## config.mk

```make
export PLATFORM = sky130hd
export DESIGN_NAME = jtag_tap_ctrl
export DESIGN_NICKNAME = d
export VERILOG_FILES = /design/src/rtl/jtag_pkg.sv /design/src/rtl/jtag_tap_fsm.sv /design/src/rtl/jtag_tap_ctrl.sv
export SDC_FILE = /design/constraint.sdc
export NUM_CORES = 1
export LEC_CHECK = 0
export ABC_AREA = 1
export CORE_MARGIN = 4
export CORE_UTILIZATION = 57
export DETAILED_ROUTE_END_ITERATION = 6
export GPL_TIMING_DRIVEN = 0
export PLACE_DENSITY = 0.78
export SYNTH_ARGS = -nofsm -noshare
export SYNTH_HDL_FRONTEND = slang
export SYNTH_SLANG_ARGS = --single-unit
```

## constraint.sdc

```tcl
create_clock -name clk -period 1.58 [get_ports clk]
set_clock_uncertainty 0.05 [all_clocks]
set_input_delay 0.158 -clock clk [delete_from_list [all_inputs] [get_ports clk]]
set_output_delay 0.158 -clock clk [all_outputs]
set_load 0.005 [all_outputs]
```

## src/rtl/jtag_pkg.sv

```systemverilog
// Shared TAP definitions: state encodings, opcodes, DR selects and default parameters.
package jtag_pkg;

  localparam int unsigned IR_WIDTH_DEFAULT = 4;
  localparam logic [31:0] IDCODE_DEFAULT   = 32'h1000_0ACD;

  localparam int unsigned OPC_EXTEST   = 0;
  localparam int unsigned OPC_SAMPLE   = 1;
  localparam int unsigned OPC_IDCODE   = 2;
  localparam int unsigned OPC_USERCODE = 3;

  typedef enum logic [3:0] {
    TestLogicReset = 4'hF,
    RunTestIdle    = 4'hC,
    SelectDrScan   = 4'h7,
    CaptureDr      = 4'h6,
    ShiftDr        = 4'h2,
    Exit1Dr        = 4'h1,
    PauseDr        = 4'h3,
    Exit2Dr        = 4'h0,
    UpdateDr       = 4'h5,
    SelectIrScan   = 4'h4,
    CaptureIr      = 4'hE,
    ShiftIr        = 4'hA,
    Exit1Ir        = 4'h9,
    PauseIr        = 4'hB,
    Exit2Ir        = 4'h8,
    UpdateIr       = 4'hD
  } tap_state_t;

  typedef enum logic [1:0] {
    DrBypass,
    DrIdcode,
    DrBsr,
    DrUsercode
  } dr_sel_t;

endpackage

```

## src/rtl/jtag_tap_fsm.sv

```systemverilog
// 16-state IEEE 1149.1 TAP state machine with per-state decode strobes.
module jtag_tap_fsm
  import jtag_pkg::*;
(
  input  logic       clk,
  input  logic       rst,
  input  logic       tms,
  output tap_state_t state,
  output logic       enter_tlr,
  output logic       capture_dr_st,
  output logic       shift_dr_st,
  output logic       update_dr_st,
  output logic       capture_ir_st,
  output logic       shift_ir_st,
  output logic       update_ir_st
);

  tap_state_t state_q, state_d;

  always_ff @(posedge clk or posedge rst) begin
    if (rst) begin
      state_q <= TestLogicReset;
    end else begin
      state_q <= state_d;
    end
  end

  always_comb begin
    state_d = state_q;
    case (state_q)
      TestLogicReset: state_d = tms ? TestLogicReset : RunTestIdle;
      RunTestIdle:    state_d = tms ? SelectDrScan   : RunTestIdle;
      SelectDrScan:   state_d = tms ? SelectIrScan   : CaptureDr;
      CaptureDr:      state_d = tms ? Exit1Dr        : ShiftDr;
      ShiftDr:        state_d = tms ? Exit1Dr        : ShiftDr;
      Exit1Dr:        state_d = tms ? UpdateDr       : PauseDr;
      PauseDr:        state_d = tms ? Exit2Dr        : PauseDr;
      Exit2Dr:        state_d = tms ? UpdateDr       : ShiftDr;
      UpdateDr:       state_d = tms ? SelectDrScan   : RunTestIdle;
      SelectIrScan:   state_d = tms ? TestLogicReset : CaptureIr;
      CaptureIr:      state_d = tms ? Exit1Ir        : ShiftIr;
      ShiftIr:        state_d = tms ? Exit1Ir        : ShiftIr;
      Exit1Ir:        state_d = tms ? UpdateIr       : PauseIr;
      PauseIr:        state_d = tms ? Exit2Ir        : PauseIr;
      Exit2Ir:        state_d = tms ? UpdateIr       : ShiftIr;
      UpdateIr:       state_d = tms ? SelectDrScan   : RunTestIdle;
      default:        state_d = TestLogicReset;
    endcase
  end

  assign state         = state_q;
  // Look-ahead so the IR reload lands on the same edge that enters Test-Logic-Reset.
  assign enter_tlr     = (state_d == TestLogicReset);
  assign capture_dr_st = (state_q == CaptureDr);
  assign shift_dr_st   = (state_q == ShiftDr);
  assign update_dr_st  = (state_q == UpdateDr);
  assign capture_ir_st = (state_q == CaptureIr);
  assign shift_ir_st   = (state_q == ShiftIr);
  assign update_ir_st  = (state_q == UpdateIr);

endmodule

```

## src/rtl/jtag_tap_ctrl.sv

```systemverilog
// JTAG TAP controller: IR, BYPASS/IDCODE DRs, BSR strobes and falling-edge TDO.
// Define JTAG_USERCODE_EN to add the USERCODE instruction and its usercode input.
module jtag_tap_ctrl
  import jtag_pkg::*;
#(
  parameter int unsigned IR_WIDTH = IR_WIDTH_DEFAULT,
  parameter logic [31:0] IDCODE   = IDCODE_DEFAULT
) (
  input  logic        clk,
  input  logic        rst,
  input  logic        tms,
  input  logic        tdi,
  output logic        tdo,
  output logic        tdo_en,
  input  logic        bsr_tdo,
  output logic        capture_dr,
  output logic        shift_dr,
  output logic        update_dr,
  output logic        extest,
  output logic        sample,
  output logic [3:0]  tap_state
`ifdef JTAG_USERCODE_EN
  ,
  input  logic [31:0] usercode
`endif
);

  localparam logic [IR_WIDTH-1:0] IR_EXTEST  = IR_WIDTH'(OPC_EXTEST);
  localparam logic [IR_WIDTH-1:0] IR_SAMPLE  = IR_WIDTH'(OPC_SAMPLE);
  localparam logic [IR_WIDTH-1:0] IR_IDCODE  = IR_WIDTH'(OPC_IDCODE);
  localparam logic [IR_WIDTH-1:0] IR_CAPTURE = IR_WIDTH'(2'b01);
`ifdef JTAG_USERCODE_EN
  localparam logic [IR_WIDTH-1:0] IR_USERCODE = IR_WIDTH'(OPC_USERCODE);
`endif

  tap_state_t state;
  logic enter_tlr, capture_dr_st, shift_dr_st, update_dr_st;
  logic capture_ir_st, shift_ir_st, update_ir_st;

  jtag_tap_fsm u_fsm (
    .clk           (clk),
    .rst           (rst),
    .tms           (tms),
    .state         (state),
    .enter_tlr     (enter_tlr),
    .capture_dr_st (capture_dr_st),
    .shift_dr_st   (shift_dr_st),
    .update_dr_st  (update_dr_st),
    .capture_ir_st (capture_ir_st),
    .shift_ir_st   (shift_ir_st),
    .update_ir_st  (update_ir_st)
  );

  logic [IR_WIDTH-1:0] ir_q, ir_shift_q;
  logic                bypass_q;
  logic [31:0]         idcode_q;
`ifdef JTAG_USERCODE_EN
  logic [31:0]         usercode_q;
`endif
  dr_sel_t             dr_sel;
  logic                bsr_sel;
  logic                tdo_d;

  // Unknown opcodes fall through to BYPASS.
  always_comb begin
    dr_sel = DrBypass;
    if (ir_q == IR_EXTEST || ir_q == IR_SAMPLE) begin
      dr_sel = DrBsr;
    end else if (ir_q == IR_IDCODE) begin
      dr_sel = DrIdcode;
`ifdef JTAG_USERCODE_EN
    end else if (ir_q == IR_USERCODE) begin
      dr_sel = DrUsercode;
`endif
    end
  end

  // Shift stage and active IR are separate so decode stays stable while shifting.
  always_ff @(posedge clk or posedge rst) begin
    if (rst) begin
      ir_q       <= IR_IDCODE;
      ir_shift_q <= '0;
    end else begin
      if (capture_ir_st) begin
        ir_shift_q <= IR_CAPTURE;
      end else if (shift_ir_st) begin
        ir_shift_q <= {tdi, ir_shift_q[IR_WIDTH-1:1]};
      end
      if (enter_tlr) begin
        ir_q <= IR_IDCODE;
      end else if (update_ir_st) begin
        ir_q <= ir_shift_q;
      end
    end
  end

  always_ff @(posedge clk or posedge rst) begin
    if (rst) begin
      bypass_q   <= 1'b0;
      idcode_q   <= '0;
`ifdef JTAG_USERCODE_EN
      usercode_q <= '0;
`endif
    end else if (capture_dr_st) begin
      bypass_q   <= 1'b0;
      idcode_q   <= IDCODE;
`ifdef JTAG_USERCODE_EN
      usercode_q <= usercode;
`endif
    end else if (shift_dr_st) begin
      if (dr_sel == DrBypass) bypass_q <= tdi;
      if (dr_sel == DrIdcode) idcode_q <= {tdi, idcode_q[31:1]};
`ifdef JTAG_USERCODE_EN
      if (dr_sel == DrUsercode) usercode_q <= {tdi, usercode_q[31:1]};
`endif
    end
  end

  always_comb begin
    tdo_d = 1'b0;
    if (shift_ir_st) begin
      tdo_d = ir_shift_q[0];
    end else if (shift_dr_st) begin
      case (dr_sel)
        DrBsr:      tdo_d = bsr_tdo;
        DrIdcode:   tdo_d = idcode_q[0];
`ifdef JTAG_USERCODE_EN
        DrUsercode: tdo_d = usercode_q[0];
`endif
        default:    tdo_d = bypass_q;
      endcase
    end
  end

  always_ff @(negedge clk or posedge rst) begin
    if (rst) begin
      tdo    <= 1'b0;
      tdo_en <= 1'b0;
    end else begin
      tdo    <= tdo_d;
      tdo_en <= shift_ir_st | shift_dr_st;
    end
  end

  assign bsr_sel    = (dr_sel == DrBsr);
  assign capture_dr = capture_dr_st & bsr_sel;
  assign shift_dr   = shift_dr_st & bsr_sel;
  assign update_dr  = update_dr_st & bsr_sel;
  assign extest     = (ir_q == IR_EXTEST);
  assign sample     = (ir_q == IR_SAMPLE);
  assign tap_state  = state;

endmodule

```

Yosys cells after proc, flatten, opt, wreduce, memory -nomap -nowiden
Cells that the tools add are included.
Widths: inputs -> output; s select.
{"block": "op_classes", "n_eq_ne": 20, "muxes": 28, "bitwise_logic": 4, "reduce_logical": 14}
{"op": "$mux 32", "n": 3}
{"op": "$pmux 4 s12", "n": 1}
{"op": "$eq 4x4->1 const B", "n": 9}
{"op": "$mux 4", "n": 5}
{"op": "$eq 4x3->1 const B", "n": 4}
{"op": "$mux 2", "n": 7}
{"op": "$eq 4x2->1 const B", "n": 3}
{"op": "$mux 3", "n": 4}
{"op": "$reduce_bool 2->1", "n": 5}
{"op": "$eq 4x1->1 const B", "n": 2}
{"op": "$logic_not 4->1", "n": 2}
{"op": "$mux 1", "n": 7}
{"op": "$reduce_and 2->1", "n": 2}
{"op": "$reduce_or 2->1", "n": 2}
{"op": "$and 1x1->1", "n": 3}
{"op": "$reduce_or 3->1", "n": 1}
{"op": "$eq 2x1->1 const B", "n": 1}
{"op": "$eq 2x2->1 const B", "n": 1}
{"op": "$logic_not 2->1", "n": 1}
{"op": "$pmux 1 s2", "n": 1}
{"op": "$logic_or 1x1->1", "n": 1}
{"op": "$or 1x1->1", "n": 1}
{"block": "word_totals", "regBits": 47, "inputBits": 5, "output_inout_bits": 11, "word_cells": 73}

Depth between registers and ports, before layout
{"block": "logic_depth", "ltp_word": 7, "ltp_mapped": 9, "mapped_depth_nobuf": 9}

Hierarchy
A second synthesis with hierarchy kept.
{"block": "unflattened", "cells_unflattened": 267, "hier_area_um2": 2188.3}
{"module": "jtag_tap_ctrl", "n_inst": 1, "cells_per_inst": 206, "area_each_um2": 1824.2, "seq_area_each_um2": 1077.3}
{"module": "jtag_tap_fsm", "n_inst": 1, "cells_per_inst": 61, "area_each_um2": 364.1, "seq_area_each_um2": 105.1}

==> flow_metrics.env <==
export IMPL_gp_congestion=0.8264
export IMPL_syn_cell_area_um2=2190
export IMPL_startpoint_type="register"
export IMPL_ys_seq_area_share_pct=54.00
export IMPL_start_util_pct=59.36
export IMPL_num_antenna_cells=0
export IMPL_dieHeight_um=69.98
export IMPL_worstSetupPathType="register to register"
export IMPL_crit_path_top_delay_cell="dfstp_2"
export IMPL_synthCells=260
export IMPL_drv_slew=0
export IMPL_clock_sinks=47
export IMPL_final_nets=321
export IMPL_vias=2029
export IMPL_hpwlAfterDp_mm=2.816
export IMPL_clock_latency_ns=0.31
export IMPL_core_area_um2=3689
export IMPL_avgSynthCellArea_um2=8.422
export IMPL_crit_fanout=6
export IMPL_cts_buffers=5
export IMPL_cts_max_path_buffers=2
export IMPL_fin_setup_tns_ns=-7.537
export IMPL_grt_pass1_wl_mm=9.556
export IMPL_power_per_cell_area_nw_per_um2=2143
export IMPL_gr_total_overflow=0
export IMPL_leakage_nw=1.620
export IMPL_antenna_found_initial=0
export IMPL_cp_arrival_ns=1.32
export IMPL_grt_usage_pct=25.12
export IMPL_relSlewSlack_pct=25.92
export IMPL_violations="negative setup slack"
export IMPL_tightest_slew_ns=1.105
export IMPL_fin_cells=364
export IMPL_ys_ff_latch=47
export IMPL_outcome="finished, violations left"
export IMPL_die_area_um2=4897
export IMPL_grt_max_degree=25
export IMPL_drc=0
export IMPL_io_pins=16
export IMPL_synth_distinct_cells=24
export IMPL_yosys_warnings=0
export IMPL_peakVddDrop_mv=1.205
export IMPL_p_sw_mw=2.860
export IMPL_routed_wl_mm=6.353
export IMPL_placedCellCount=323
export IMPL_cts_root_buf="clkbuf_8"
export IMPL_placement_io_buffers=15
export IMPL_fin_hold_ws_ns=0.2787
export IMPL_die_width_um=69.98
export IMPL_hold_path_class="primary input to asynchronous set/reset pin"
export IMPL_cp_cell_sequence="buf_6 -> nor2_2 -> nand2_4 -> inv_2 -> nand2_2 -> nand2_2"
export IMPL_required_ns=0.89
export IMPL_antenna_left=0
export IMPL_syn_num_nets=265
export IMPL_maxCapViolations=0
export IMPL_path_common_cell="nand2_2"
export IMPL_core_rowCount=22
export IMPL_firstDrtPassIters=4
export IMPL_setup_viol=42
export IMPL_ctsHoldBuffers=0
export IMPL_switching_share_pct=43.09
export IMPL_vias_per_cell=5.574
export IMPL_layout_setup_ws_ns=-0.4260
export IMPL_hold_viol_final=0
export IMPL_slowest_delay_ns=0.55
export IMPL_pwr_share_seq_pct=28.7
export IMPL_drive_gt1_share_pct=43.67
export IMPL_p_clk_share_pct=11.5
export IMPL_first_global_vias=1961
export IMPL_avgRoutedWirePerCell_um=17.45
export IMPL_synth_ff_type="dfrtp_1"
export IMPL_finalPower_mw=6.638
export IMPL_drt_initial_drc_count=159
export IMPL_path_clk_slew_ns=0.08
export IMPL_cp_end_kind="register"
export IMPL_area_growth_pct=41.49
export IMPL_async_reset_ff_share_pct=100.0
export IMPL_tritoncts="done"
export IMPL_grt_setup_unrepaired="true"
export IMPL_power_frac_comb_pct=59.8
export IMPL_cts_max_level=2
export IMPL_synth_edf_count=0
export IMPL_p_int_mw=3.778
per-stage QoR:
step	area, um2	utilization (%)	setup WS (ns)
2_1_floorplan	2211	-	-0.3572
3_3_place_gp	2421	65.64	-0.4997
3_5_place_dp	2421	65.64	-0.4924
4_1_cts	2923	79.24	-0.3318
5_1_grt	3098	83.99	-0.4558
6_report	3098	83.99	-0.4260
flip-flops by register name (all words and copies together) (netlist names):
signal       cells
tdo_en           1
u_fsm.state      4
idcode_q        32
ir_q             4
ir_shift_q       4
tdo              1
bypass_q         1
synth_stat cells (2+ instances only):
library cell | number | area share [%]
dfrtp_1 | 40 | 46
nand2_4 | 2 | 1.0
inv_2 | 4 | 0.69
nor2_1 | 10 | 1.7
dfstp_2 | 5 | 6.0
o21ai_0 | 18 | 4.1
nand2_1 | 90 | 15
nand2_2 | 7 | 2.0
nand3_1 | 28 | 6.4
dfrtn_1 | 2 | 2.3
nor3_1 | 3 | 0.69
a21oi_1 | 5 | 1.1
inv_1 | 25 | 4.3
buf_2 | 3 | 0.69
o22ai_1 | 2 | 0.57
nor2_2 | 3 | 0.86
buf_6 | 6 | 3.1
cells by family after synthesis:
group           count (synthesis)  synth area share, %
simple gates                  147                30.29
flops                          47                54.00
buf+inv                        40                9.485
compound gates                 26                6.229
repair_timing:
action                                  in CTS  in global routing
endpoints found under the setup margin      38                 44
gates resized for setup                     91                 39
buffers inserted                            34                 11
gates cloned                                 6                  0
pin swaps                                   23                 27
critical path, delay by kind of cell (launching register included):
family,cells,cell delay [ns]
flip-flops,1,0.55
AND/OR/NAND/NOR,4,0.29
buffers and inverters,2,0.17
cell type report:
class | count | area (um2)
well taps | 48 | 60.06
flip-flops and latches | 47 | 1182
clock inverters | 1 | 8.758
inverters | 30 | 136.4
repair buffers | 48 | 457.9
repair inverters | 1 | 5.005
clock buffers | 6 | 82.58
multi-input cells | 173 | 1047
fillers | 180 | 590.6
plain buffers | 10 | 117.6
cell usage in the layout (no fill, tap or decap), drive strengths merged, types with 2 or more instances in the layout:
cell	netlist	layout
clkinvlp	0	2
nand3	28	28
clkdlybuf4s50	0	5
nand2	100	100
dfrtn	2	2
a21oi	5	5
dlygate4sd2	0	3
dfrtp	40	40
dfstp	5	5
buf	10	48
clkbuf	0	6
inv	30	30
nor2	14	14
o21ai	18	18
nor3	4	4
o22ai	2	2
final timing paths:
check / start / endpoint / slack, ns / cells after the start
worst max-delay path: u_fsm.state[2]$_DFF_PP1_ / tdo$_DFF_NP0_ / -0.43 / 6
max in group asynchronous: rst / tdo_en$_DFF_NP0_ / 0.19 / 2
min in group clk: tdi / ir_shift_q[3]$_DFFE_PP0N_ / 0.43 / 3
worst min register to register: idcode_q[8]$_DFFE_PP0P_ / idcode_q[8]$_DFFE_PP0P_ / 0.43 / 2
worst max register to register: u_fsm.state[2]$_DFF_PP1_ / tdo$_DFF_NP0_ / -0.43 / 6
worst min-delay path: rst / idcode_q[15]$_DFFE_PP0P_ / 0.28 / 2
metal layers:
metal	track usage [%]	wire length, um
met5	0	0
met4	15.32	273
met3	6.763	331
met2	38.20	3061
met1	31.84	2688
power groups by stage:
stage	clock (mW)	combinational (mW)	sequential, mW
6_report	0.762	3.97	1.90
5_1_grt	0.832	4.24	1.95
4_1_cts	0.773	3.35	1.88
3_5_place_dp	0	2.22	1.89
3_3_place_gp	0	2.16	1.89
2_1_floorplan	0	1.65	1.86
Note: power is estimated with default switching activity, not from simulation.
